### src/rtl/i2s_rx.sv
// i2s_rx: I2S slave receiver, oversampled in clk, with a show-ahead stereo FIFO.
// Define I2S_RX_PEAK_EN to add per-channel peak magnitude meters.
module i2s_rx #(
  parameter int WIDTH   = 16,
  parameter int FIFO_AW = 2
) (
  input  logic             clk,
  input  logic             rst,
  input  logic             i2s_bclk,
  input  logic             i2s_lrclk,
  input  logic             i2s_data,
  output logic [WIDTH-1:0] out_left,
  output logic [WIDTH-1:0] out_right,
  output logic             out_valid,
  input  logic             out_ready,
  output logic             overflow,
`ifdef I2S_RX_PEAK_EN
  input  logic             peak_clr,
  output logic [WIDTH-2:0] peak_l,
  output logic [WIDTH-2:0] peak_r,
`endif
  output logic [3:0]       dbg
);
  localparam int CW    = $clog2(WIDTH + 1);
  localparam int DEPTH = 2 ** FIFO_AW;

  typedef enum logic [1:0] {
    HUNT = 2'd0,
    RX_L = 2'd1,
    RX_R = 2'd2
  } state_t;

  state_t state_q, state_d;

  logic [2:0]       bclk_s;
  logic [1:0]       lr_s;
  logic [1:0]       dat_s;
  logic             strobe, ws, bit_s, ws_d, word_end;
  logic [WIDTH-1:0] sreg, sreg_nx, word;
  logic [CW-1:0]    cnt, cnt_nx;
  logic             latch_l, latch_r;
  logic [WIDTH-1:0] left_q, right_q;
  logic             push_q;

  always_ff @(posedge clk) begin
    if (rst) begin
      bclk_s <= '0;
      lr_s   <= '0;
      dat_s  <= '0;
    end else begin
      bclk_s <= {bclk_s[1:0], i2s_bclk};
      lr_s   <= {lr_s[0], i2s_lrclk};
      dat_s  <= {dat_s[0], i2s_data};
    end
  end

  assign strobe   = bclk_s[1] & ~bclk_s[2];
  assign ws       = lr_s[1];
  assign bit_s    = dat_s[1];
  assign word_end = ws ^ ws_d;

  // Bits past WIDTH are dropped; short words are left-justified.
  always_comb begin
    sreg_nx = sreg;
    cnt_nx  = cnt;
    if (cnt < CW'(WIDTH)) begin
      sreg_nx = {sreg[WIDTH-2:0], bit_s};
      cnt_nx  = cnt + CW'(1);
    end
    word = sreg_nx << (CW'(WIDTH) - cnt_nx);
  end

  always_ff @(posedge clk) begin
    if (rst) begin
      ws_d <= 1'b0;
      sreg <= '0;
      cnt  <= '0;
    end else if (strobe) begin
      ws_d <= ws;
      if (word_end) begin
        sreg <= '0;
        cnt  <= '0;
      end else begin
        sreg <= sreg_nx;
        cnt  <= cnt_nx;
      end
    end
  end

  always_ff @(posedge clk) begin
    if (rst) state_q <= HUNT;
    else     state_q <= state_d;
  end

  always_comb begin
    state_d = state_q;
    if (strobe && word_end) begin
      unique case (state_q)
        HUNT:    if (!ws) state_d = RX_L;
        RX_L:    if (ws)  state_d = RX_R;
        RX_R:    if (!ws) state_d = RX_L;
        default: state_d = HUNT;
      endcase
    end
  end

  always_comb begin
    latch_l = 1'b0;
    latch_r = 1'b0;
    if (strobe && word_end) begin
      unique case (1'b1)
        (state_q == RX_L): latch_l = ws;
        (state_q == RX_R): latch_r = !ws;
        default: ;
      endcase
    end
  end

  always_ff @(posedge clk) begin
    if (rst) begin
      left_q  <= '0;
      right_q <= '0;
      push_q  <= 1'b0;
    end else begin
      push_q <= latch_r;
      if (latch_l) left_q  <= word;
      if (latch_r) right_q <= word;
    end
  end

  logic [2*WIDTH-1:0] mem [DEPTH];
  logic [2*WIDTH-1:0] head;
  logic [FIFO_AW:0]   wptr, rptr;
  logic               full, pop, wr_en;

  assign full = (wptr[FIFO_AW] != rptr[FIFO_AW]) &&
                (wptr[FIFO_AW-1:0] == rptr[FIFO_AW-1:0]);
  assign out_valid = (wptr != rptr);
  assign pop   = out_valid & out_ready;
  assign wr_en = push_q & (~full | pop);
  assign head  = mem[rptr[FIFO_AW-1:0]];

  always_ff @(posedge clk) begin
    if (wr_en) mem[wptr[FIFO_AW-1:0]] <= {left_q, right_q};
  end

  always_ff @(posedge clk) begin
    if (rst) begin
      wptr     <= '0;
      rptr     <= '0;
      overflow <= 1'b0;
    end else begin
      if (wr_en) wptr <= wptr + 1'b1;
      if (pop)   rptr <= rptr + 1'b1;
      if (push_q && !wr_en) overflow <= 1'b1;
    end
  end

  assign out_left  = out_valid ? head[2*WIDTH-1:WIDTH] : '0;
  assign out_right = out_valid ? head[WIDTH-1:0] : '0;
  assign dbg       = {state_q, full, overflow};

`ifdef I2S_RX_PEAK_EN
  function automatic logic [WIDTH-2:0] mag(input logic [WIDTH-1:0] s);
    logic [WIDTH-1:0] n;
    n = -s;
    if (!s[WIDTH-1])   return s[WIDTH-2:0];
    if (n[WIDTH-1])    return '1;
    return n[WIDTH-2:0];
  endfunction

  logic [WIDTH-2:0] mag_l, mag_r;
  assign mag_l = mag(left_q);
  assign mag_r = mag(right_q);

  always_ff @(posedge clk) begin
    if (rst) begin
      peak_l <= '0;
      peak_r <= '0;
    end else if (peak_clr) begin
      peak_l <= wr_en ? mag_l : '0;
      peak_r <= wr_en ? mag_r : '0;
    end else if (wr_en) begin
      if (mag_l > peak_l) peak_l <= mag_l;
      if (mag_r > peak_r) peak_r <= mag_r;
    end
  end
`endif

endmodule

### config.mk
export PLATFORM = sky130hd
export DESIGN_NAME = i2s_rx
export DESIGN_NICKNAME = d
export VERILOG_FILES = /design/src/rtl/i2s_rx.sv
export SDC_FILE = /design/constraint.sdc
export NUM_CORES = 1
export LEC_CHECK = 0
export CORE_MARGIN = 2
export CORE_UTILIZATION = 42
export CTS_CLUSTER_SIZE = 25
export DETAILED_ROUTE_END_ITERATION = 12
export GPL_TIMING_DRIVEN = 1
export SLEW_MARGIN = 25
export SYNTH_ARGS = -nofsm -noshare
export SYNTH_HDL_FRONTEND = slang
export SYNTH_SLANG_ARGS = --single-unit
### constraint.sdc
create_clock -name clk -period 7.9 [get_ports clk]
set_clock_uncertainty 0.05 [all_clocks]
set_input_delay 1.58 -clock clk [delete_from_list [all_inputs] [get_ports clk]]
set_output_delay 1.58 -clock clk [all_outputs]
set_load 0.02 [all_outputs]
; After elaboration in Yosys (flattened, before gate mapping)
; Memory sizes are Yosys's and may differ from the RTL's. A register that Yosys moved wholly into a read port is not among the register bits.
; Cells that the tools add are included.
[classes]
n_addsub = 4
order_cmp = 1
eq_ne = 7
n_shift = 1
muxes = 17
bitwise = 7
n_reduce_logical = 8
[ops]
columns = op, count
row1 = 16-bit 2-to-1 mux, 4
row2 = 16-bit by 5-bit left shift with 16-bit output, 1
row3 = 5-bit 2-to-1 mux, 2
row4 = 2-bit 2-to-1 mux, 4
row5 = "3-bit by 1-bit adder with 3-bit output, second input constant", 2
row6 = 1-bit 2-to-1 mux, 6
row7 = "5-bit by 1-bit adder with 5-bit output, second input constant", 1
row8 = "5-bit < comparator, second input constant", 1
row9 = "5-bit subtractor, first input constant", 1
row10 = "2-bit != test, second input constant", 2
row11 = 2-bit one-hot mux with 2 select lines, 1
row12 = 1-bit AND, 3
row13 = 1-bit logical AND, 3
row14 = 3-bit != test, 1
row15 = 3-bit AND reduction, 1
row16 = "2-bit by 1-bit equality test with 1-bit output, second input constant", 1
row17 = 2-bit equality test, 1
row18 = "2-bit equality test, second input constant", 1
row19 = 1-bit zero test, 2
row20 = 2-bit zero test, 1
row21 = 1-bit NOT, 2
row22 = 2-bit OR reduction, 1
row23 = 1-bit != test, 1
row24 = 1-bit OR, 1
row25 = 1-bit XOR, 1
[word_totals]
register_bits = 71
mem_bits_rw = 128
in_bits = 6
wordCells = 59
mem_count = 1
[mem_list]
columns = memory, depth, width, rd, rd_clocked_by_memory_dff, wr, line
row1 = mem, 4, 32, 1, 1, 1, 131  ; logic [2*WIDTH-1:0] mem [DEPTH];

; Longest topological paths before layout
[logic_depth]
word_depth = 7
depth_mapped = 10
ltp_nobuf = 8

; Least setup slack after synthesis
; No wires, ideal clock.
[synth_timing]
path_kind = in2reg
from = in out_ready
to = mem mem[3][0] (netlist name) (enable)
setup_ns = 0.424
arrival_time_ns = 3.333
required_time_ns = 7.426
path_slack_ns = 4.093
path_stages = 4
n_path_buf = 1
path_cell_list = nor2b_1 -> nand2b_1 -> clkbuf_1 -> nor2_1
[synth_between]
elab_chain_cells = 5
[synth_lines]
columns = element, line
row1 = start: declaration, 15  ; input logic out_ready,
row2 = 1-bit AND, 139  ; assign pop = out_valid & out_ready;
row3 = 1-bit OR, 140  ; assign wr_en = push_q & (~full | pop);
row4 = 1-bit AND, 140
row5 = 1-bit 2-to-1 mux, 144  ; if (wr_en) mem[wptr[FIFO_AW-1:0]] <= {left_q, right_q};
row6 = 1-bit 2-to-1 mux (implied by the code), 144
row7 = end: declaration, 131
; Every way passes these cells.

==> results.json <==
{
  "synth_area_leader_cell": "edfxtp_1",
  "ctsLongestPathBuffers": 3,
  "final_nets": 715,
  "place_congestion": 0.8644,
  "area_growth_pct": 15.27,
  "grt_max_degree": 51,
  "top_level_i_o_count": 44,
  "setup_viol": 0,
  "postPlaceCellArea_um2": 9447,
  "register_bit_count_reported_by_yosys": 201,
  "htree_num_levels": 1,
  "critical_path.startpoint_type": "flop",
  "cts_inserted_buffers": 22,
  "grt_remaining_overflow": 0,
  "synth.lib_cells_used.distinct": 63,
  "vdd_ir_drop_max_uv": 143.0,
  "num_rows": 52,
  "async_flop_share_pct": 0,
  "clock-sinks": 201,
  "postCtsHoldBufs": 0,
  "postLayoutCellArea_um2": 10130,
  "postSynth.topFlopCell": "edfxtp_1",
  "critPathKind": "flop to primary output",
  "cts_tree": "yes",
  "routed_wl_um": 17890,
  "cts_root_buffer": "clkbuf_16",
  "cp_cell_sequence": "buf_4, mux4_2, nor2b_1, clkdlybuf4s50_1",
  "die_x_um": 148.6,
  "drt_pre_antenna_iters": 6,
  "slew_headroom_pct": 48.57,
  "remaining_antenna_violation_count": 0,
  "number_of_global_route_vias_before_repair": 5354,
  "cp_max_fo": 32,
  "final-hold-violation-count": 0,
  "dr.first_iter.drc_count": 292,
  "hold_slack_ns": 0.3870,
  "io_buffers": 43,
  "core_area_um2": 20360,
  "slew_viol_final": 0,
  "all_layer_global_routing_usage_pct": 16.67,
  "start_util_pct": 43.14,
  "required_ns": 6.27,
  "fraction_of_layout_instances_using_a_drive_strength_above_1_pct": 16.83,
  "rsz_0062_raised_after_global_routing": "no",
  "cts_resized": 0,
  "postSynthAreaPerCell_um2": 13.11,
  "post_cts_setup_bufs": 0,
  "wire_length_of_the_first_global_routing_pass_um": 29270,
  "yosys_warnings": 0,
  "power_density_nw_per_um2": 207.6,
  "fp.dieArea_um2": 22090,
  "drt_drc": 0,
  "tightestPinTransition_ns": 0.7633,
  "crit_arrival_ns": 2.68,
  "maxCapViolations": 0,
  "synth_nets": 682,
  "fin_crit_ns": 4.306,
  "ys_top_cells_by_area": "edfxtp_1, dfxtp_1, mux4_2, nor2b_1, nor2_1",
  "worst_skew_late_latency_ns": 0.50,
  "synth_top_cell_area_share_pct": 43.75,
  "critical_path.slowest_cell": "mux4_2",
  "hold_path_class": "flop to flop",
  "chipHeight_um": 148.6,
  "num_antenna_cells": 0,
  "vias_per_cell": 5.361,
  "clk_transition_reported_paths_ns": 0.06,
  "p_leak_nw": 3.241,
  "synth_edf_count": 128,
  "fmaxAchievable_mhz": 232.3,
  "status": "finished clean",
  "max_stage_delay_ns": 0.59,
  "avgRoutedWirePerCell_um": 18.08,
  "synth.cell_area_um2": 8785,
  "synth_sequential_area_ratio_pct": 60.39,
  "crit_path_end_kind": "primary output",
  "antenna_violations_before_repair": 0,
  "timing.setup.tns_ns": 0,
  "gate_count_of_the_mapped_netlist": 670,
  "dp_hpwl_um": 11630,
  "vias": 5302,
  "timing.final.crit_share_pct": 54.50
}
## critical path: cells and delay by family, from the launching register on
kind | cells | cell delay [ns]
buffers and inverters | 2 | 1.07
muxes | 1 | 0.59
DFF | 1 | 0.31
and+or+nand+nor | 1 | 0.16
## synthesized netlist by cell type, types with 6 or more instances
cell type	count
inv_1	9
nand2b_1	6
a211oi_1	17
mux2_2	11
clkbuf_1	28
nor3_1	11
o21ai_0	18
a22oi_1	22
nand2_1	41
edfxtp_1	128
mux2i_1	14
dfxtp_1	73
ha_1	6
nand3_1	11
a21oi_1	28
xnor2_1	6
buf_4	7
mux4_2	37
a31oi_1	6
nor2b_1	44
nor2_1	69
## per-layer routing
| layer | global-route usage [%] | part of all wire [%] | vias to the layer above |
|---|---|---|---|
| li1 | - | - | 2576 |
| met1 | 22.29 | 46 | 2624 |
| met2 | 28.63 | 49 | 74 |
| met3 | 2.883 | 3.3 | 28 |
| met4 | 3.762 | 1.8 | 0 |
| met5 | 0 | 0 | - |
## metrics by stage
step                setup WS, ns  total power [mW]  instances  util, %
floorplan                  4.093             1.166        670        -
global placement           4.086             1.176        949    46.33
detailed placement         4.078             1.177        949    46.39
CTS                        3.537             2.131        989    49.71
global route               3.420             2.176        989    49.72
finish                     3.594             2.102        989    49.72
## cell usage in the layout (no fill, tap or decap), types with 3 or more instances in the layout
cell type,count
nor2b_1,44
or3_1,5
a32oi_1,5
a31oi_1,6
and3_1,4
ha_1,6
a211oi_1,17
a21oi_1,28
clkbuf_16,22
nor2_1,63
o21ai_0,18
and2_1,3
nor3_1,11
mux4_2,37
nand2_1,41
nor2_2,6
o21ai_1,4
inv_1,9
mux2_2,11
a22oi_1,22
xnor2_1,5
buf_4,11
dfxtp_1,71
mux2i_1,14
clkinv_1,5
clkdlybuf4s50_1,42
nand3_1,11
nand2b_1,6
xor2_1,5
edfxtp_1,128
clkbuf_1,6
## flip-flops by register name, summed over array words and instances (netlist names), named ones only
register / cells
bclk_s: 3
mem: 128
sreg: 16
push_q: 1
ws_d: 1
overflow: 1
dat_s: 2
lr_s: 2
wptr: 3
cnt: 5
rptr: 3
left_q: 16
right_q: 16
state_q: 2
## kinds of logic after synthesis
kind of cell / Yosys count / share of synthesized area [%]
mux: 63 / 12.66
compound gates: 120 / 9.415
flops: 201 / 60.39
xor+xnor: 14 / 1.780
buf+inv: 55 / 2.806
simple gates: 211 / 12.09
fa+ha+maj: 6 / 0.8546
## final timing paths
| path | cells after the start | to | from | slack [ns] |
|---|---|---|---|---|
| max | 4 | out_right[6] | flop | 3.59 |
| min | 1 | bclk_s[1]$_SDFF_PP0_ | bclk_s[0]$_SDFF_PP0_ | 0.39 |
| max reg2reg | 8 | right_q[11]$_SDFFE_PP0P_ | cnt[0]$_SDFFE_PP0P_ | 4.56 |
| min reg2reg | 1 | bclk_s[1]$_SDFF_PP0_ | bclk_s[0]$_SDFF_PP0_ | 0.39 |
## report_power, final
part	switching (mW)	internal (mW)
combinational	0.0323	0.0151
sequential	0.00156	1.11
clock	0.398	0.549
## cell type report
| cell class | count | area, um2 |
|---|---|---|
| Tap cell | 270 | 337.8 |
| Fill cell | 1727 | 10240 |
| Timing Repair Buffer | 54 | 508.0 |
| Sequential cell | 201 | 5308 |
| Clock buffer | 28 | 573.1 |
| Multi-Input combinational cell | 414 | 3259 |
| Clock inverter | 12 | 102.6 |
| Inverter | 10 | 37.54 |
Note: power is estimated with default switching activity, not from simulation.
